`src/rtl/cv32e40s_irq_gateway.sv`:
```
`timescale 1ns/1ps
`default_nettype none
// ============================================================================
// Module   : cv32e40s_irq_gateway
// Purpose  : Synchronises external interrupt pins and conditions each line as
//            level-sensitive or rising-edge-to-sticky-pending for the core.
// Revision : 1.0 - initial release
// ============================================================================
module cv32e40s_irq_gateway #(
    parameter int unsigned SYNC_STAGES  = 2,
    parameter logic [31:0] EDGE_CAPABLE = 32'hFFFF_0000
) (
    input  logic        clk,
    input  logic        rst_n,
    input  logic [31:0] irq_i,
    input  logic [31:0] edge_en_i,
    input  logic        irq_ack_i,
    input  logic [4:0]  irq_ack_id_i,
    output logic [31:0] irq_o,
    output logic [31:0] irq_wu_o,
    output logic [31:0] overrun_o
);

    localparam logic [31:0] IRQ_MASK   = 32'hFFFF_0888;
    // MSI/MTI/MEI are architecturally level-sensitive
    localparam logic [31:0] LEVEL_ONLY = 32'h0000_0888;

    generate
        if (SYNC_STAGES < 1 || SYNC_STAGES > 3) begin : g_bad_sync_stages
            $error("cv32e40s_irq_gateway: SYNC_STAGES must be in 1..3");
        end
    endgenerate

    logic [31:0] sync_d [SYNC_STAGES];
    logic [31:0] sync_q [SYNC_STAGES];
    logic [31:0] sync;
    logic [31:0] hist_d, hist_q;
    logic [31:0] pending_d, pending_q;
    logic [31:0] overrun_d, overrun_q;
    logic [31:0] eff_edge_d, eff_edge_q;
    logic [31:0] eff_edge;
    logic [31:0] rise;
    logic [31:0] clr;
    logic [31:0] keep;

    // Masked lines enter the chain as 0, so every downstream flop stays 0 for them
    assign sync_d[0] = irq_i & IRQ_MASK;

    generate
        for (genvar k = 1; k < SYNC_STAGES; k++) begin : g_sync_link
            assign sync_d[k] = sync_q[k-1];
        end
        for (genvar k = 0; k < SYNC_STAGES; k++) begin : g_sync_ff
            always_ff @(posedge clk or negedge rst_n) begin
                if (!rst_n) begin
                    sync_q[k] <= '0;
                end else begin
                    sync_q[k] <= sync_d[k];
                end
            end
        end
    endgenerate

    assign sync = sync_q[SYNC_STAGES-1];

    always_comb begin
        clr = '0;
        if (irq_ack_i) begin
            clr[irq_ack_id_i] = 1'b1;
        end
    end

    always_comb begin
        eff_edge   = edge_en_i & EDGE_CAPABLE & IRQ_MASK & ~LEVEL_ONLY;
        eff_edge_d = eff_edge;
        hist_d     = sync;
        rise       = sync & ~hist_q;
        // A mode flip (either way) or level mode wipes edge state; set does not win
        keep       = eff_edge & ~(eff_edge ^ eff_edge_q);
        pending_d  = keep & (rise | (pending_q & ~clr));
        overrun_d  = keep & ((rise & pending_q & ~clr) | (overrun_q & ~clr));
    end

    always_ff @(posedge clk or negedge rst_n) begin
        if (!rst_n) begin
            hist_q     <= '0;
            pending_q  <= '0;
            overrun_q  <= '0;
            eff_edge_q <= '0;
        end else begin
            hist_q     <= hist_d;
            pending_q  <= pending_d;
            overrun_q  <= overrun_d;
            eff_edge_q <= eff_edge_d;
        end
    end

    assign irq_o     = (eff_edge & pending_q) | (~eff_edge & sync);
    assign irq_wu_o  = (irq_i | (eff_edge & pending_q)) & IRQ_MASK;
    assign overrun_o = overrun_q & IRQ_MASK;

endmodule
`default_nettype wire

```
`config.mk`:
```
export PLATFORM = sky130hd
export DESIGN_NAME = cv32e40s_irq_gateway
export DESIGN_NICKNAME = d
export VERILOG_FILES = /design/src/rtl/cv32e40s_irq_gateway.sv
export SDC_FILE = /design/constraint.sdc
export NUM_CORES = 1
export LEC_CHECK = 0
export CORE_MARGIN = 4
export CORE_UTILIZATION = 65
export DETAILED_ROUTE_END_ITERATION = 10
export DONT_BUFFER_PORTS = 1
export PLACE_DENSITY = 0.81
export SETUP_SLACK_MARGIN = 0.1
export SLEW_MARGIN = 20
export SYNTH_ARGS = -nofsm -noshare
export SYNTH_HDL_FRONTEND = slang
export SYNTH_SLANG_ARGS = --single-unit
```
`constraint.sdc`:
```
create_clock -name clk -period 2.3 [get_ports clk]
set_input_delay 0.46 -clock clk [delete_from_list [all_inputs] [get_ports clk]]
set_output_delay 0.46 -clock clk [all_outputs]
set_load 0.01 [all_outputs]
```
==> impl.org <==
** Outcome
- The run finished, with violations left.
- Failing checks :: hold timing

** Critical path
- Maximum net fanout on the critical path :: 4
- Kind of start point of the critical path :: register
- Among cell families on the critical path, the largest total delay comes from flip-flops.
- Slowest Stage Delay on Critical Path :: 440 ps
- The number of buffers and inverters on the critical path is 0.
- Max stage delay cell, worst path :: dfrtp_1
- Endpoint required time on the critical path :: between 1500 and 2000 ps
- For the worst setup path, the data arrival time is approximately 1100 ps.
- Class of the most critical setup path :: register to output port
- Kind of capture point of the worst setup path :: output port
- The critical path goes through mux2_2.

** Drt
- Post-route ant nets :: 0
- For this run, the detailed router's first-pass iteration total came to 6.
- Drc violations :: 0
- Mean routed wirelength per cell :: 16.66 µm
- DRC violation total after the first TritonRoute iteration :: 82
- Vias per cell :: roughly 5.5
- The detailed router placed 2180 vias in this run.
- The routed design has ~6.7 mm of wire.

** Timing
- The count of pins over their slew limit came to 0.
- The final critical path takes up 67.58% of the cycle.
- Highest clock rate :: ~640 MHz
- Post-route worst hold slack :: -198.0 ps
- Adding up every negative setup slack in the final design gives 0 ps.
- Number of setup violations in the final report :: 0
- Unrepaired setup endpoints after global routing :: no
- The count of endpoints failing hold in the final timing report is slightly above 100.
- Final worst clock skew :: around 11 ps
- The worst path needs 1554 ps of the cycle, external delays included.
- Across all setup checks in the final design, the least slack found is between 700 and 800 ps.

** Placed design
- Total placed cells including tap cells :: 384
- Routability-driven placement finished with a final weighted congestion of around 0.75.
- # port buffers :: 0
- Placed Area :: between 3000 and 4000 µm²
- Setup WS pre-CTS :: between 800 and 900 ps
- DP Wirelength :: 4.817 mm

** CTS
- Number of sinks on the clock net :: 102
- No sink is reached through more buffers than the 2 on the longest clock path.
- CTS built an H-tree with a depth of 3.
- Later-pin clock latency in the skew report :: around 340 ps
- TritonCTS built the clock tree.
- Clock-pin slew was measured on the worst setup and hold paths at 90 ps.
- CTS buffer count :: 9
- Root Driver :: clkbuf_8

** Yosys
- In this run the cell area of the synthesized design comes to just under 4000 µm².
- In this run, distinct cell masters in the synthesized netlist total 18.
- Number of warnings printed during yosys synthesis :: 0
- Fraction of synthesized area in multiplexers :: between 4 and 5%
- By area, the combinational part of the netlist is dominated by buffers and inverters.
- Adder and majority gate portion of the synthesized area :: 0%
- The synthesized netlist devotes between 10% and 20% of its cell area to compound gates.
- After synthesis the netlist holds a flip-flop and latch count of roughly 100.
- After Yosys synthesis, XOR and XNOR cells account for 0% of the synthesized area.
- A synthesized cell averages between 10 and 15 µm².
- The cell count after synthesis came out at 321.
- Post-synthesis simple-gate area fraction :: 8.154%
- Sequential cells were found to cover between 60% and 70% of the synthesized design area.

** Finish
- Commonest non-fill, non-tap cell in the layout :: dfrtp_1
- In the layout the commonest cells are 102 x dfrtp_1, 42 x conb_1, 32 x nand2_1.
- Excluding fillers, the count of instances in the completed layout stands at 400.
- The repair_antennas step left the layout with diodes totalling 0.
- After the last flow step, the layout net total stands at around 400.
- Compared with the post-synthesis result, the final layout area differs by 2.536%.
- In the final layout, the share of cells above drive strength 1 is a little under an eighth.
- The finished cells cover 3996 µm².

** GRT
- The initial antenna violation count was 0.
- The first global-routing pass estimated between 10 and 15 mm of wire.
- Overall fraction of global-route tracks in use :: a little under a fifth
- Entering global routing, the biggest net connects about 100 pins.
- The number of global-route vias before repair is 2159.
- For this run the aggregate overflow at the end of global routing stands at 0.

** Pwr
- Internal power :: 2.593 mW
- The clock network burns about 38% of the power.
- Summed over all nets, the switching power comes to about 0.7 mW.
- Worst IR Drop VDD :: between 500 and 600 µV
- Net switching is a little over a fifth of the power.
- Leak pwr :: about 1.9 nW
- Combinational logic is responsible for approximately 4.7% of the overall power.
- For this design the ratio of total power to cell area is 828.1 nW/µm².
- Sequential cells account for between 50 and 60% of the total power.
- Overall power consumption :: 3.309 mW

** Floorplan
- The initial utilization of the core area, before any placement, comes to 68.67%.
- Vertical extent of the die :: between 80 and 90 µm
- Area of the die :: 7299 µm²
- The die is about 85 µm wide.
- The core region is 5675 µm².
- Top-level port count :: roughly 170
- The floorplan has 27 rows.

** Min path
- The path class of the tightest hold or removal check is input pin to async pin.

** Flow run
- Max-cap violations :: 0
## per-layer routing
layer	share of wire, %	global-route usage, %	wire [µm]	vias up
met5	0	0	0	-
met4	0.72	6.619	48	0
met3	9.5	5.049	634	4
met2	49	30.65	3259	117
met1	41	22.81	2721	1070
li1	-	-	-	989
## cells in the mapped netlist
library cell / instances / area [µm²]
nor2_1: 16 / 60.06
a31oi_1: 16 / 100.1
inv_1: 16 / 60.06
a21oi_1: 16 / 80.08
o21ai_2: 7 / 61.31
nand3b_1: 4 / 30.03
conb_1: 1 / 3.750
a21o_1: 16 / 120.1
o21ai_0: 9 / 45.04
buf_6: 1 / 11.26
nor3_1: 16 / 80.08
buf_2: 1 / 5.000
mux2_2: 16 / 180.2
buf_4: 48 / 360.4
or3b_1: 2 / 17.52
nand2_1: 32 / 120.1
dfrtp_1: 102 / 2552
nand3_1: 2 / 10.01
## repair_timing
| item | in CTS | in global routing |
|---|---|---|
| hold endpoints to repair | 102 | 102 |
| gates resized for setup | 0 | 0 |
| setup buffers | 0 | 0 |
## sequential cells by signal (all words and copies together) (netlist names)
register    flops
overrun_q      16
eff_edge_q     16
sync_d         19
hist_d         19
pending_q      16
hist_q         16
## final cells by class
type | count | area [µm²]
Clock inverter | 4 | 76.32
Fill cell | 400 | 1679
Tap cell | 72 | 90.09
Sequential cell | 102 | 2552
Clock buffer | 12 | 155.1
Multi-Input combinational cell | 194 | 1062
Inverter | 16 | 60.06
## final timing paths
path,slack (ps),to,cells after the start,start
worst min register to register,350,hist_d[29],0,sync_d[29]
worst max register to register,1510,overrun_q[22],2,hist_d[22]
worst min-delay path,-200,sync_d[27],0,rst_n
worst max-delay path,750,irq_o[19],1,pending_q[19]
max in group asynchronous,2360,hist_q[20],0,rst_n
min in group clk,140,sync_d[22],0,irq_i[22]
## logic make-up (layout without fill, tap and decap cells)
logic type | Yosys count | after routing
other cells | 1 | 42
buf+inv | 66 | 32
mux | 16 | 16
flops | 102 | 102
simple gates | 72 | 72
compound gates | 64 | 64
## stage by stage
step           util (%)  hold slack (ps)
4_1_cts           70.41           -216.6
3_3_place_gp      66.34            167.2
3_5_place_dp      66.34            166.7
2_1_floorplan         -            164.4
5_1_grt           70.41           -230.9
6_report          70.41           -198.0
## power groups by stage
stage,Combinational [mW],Sequential [mW],Clock [mW]
final,0.157,1.91,1.25
after global routing,0.172,1.92,1.35
after CTS,0.156,1.91,1.28
after detailed placement,0.155,1.94,0
after global placement,0.151,1.94,0
after floorplan,0.202,1.93,0
(Power assumes the default switching activity.)
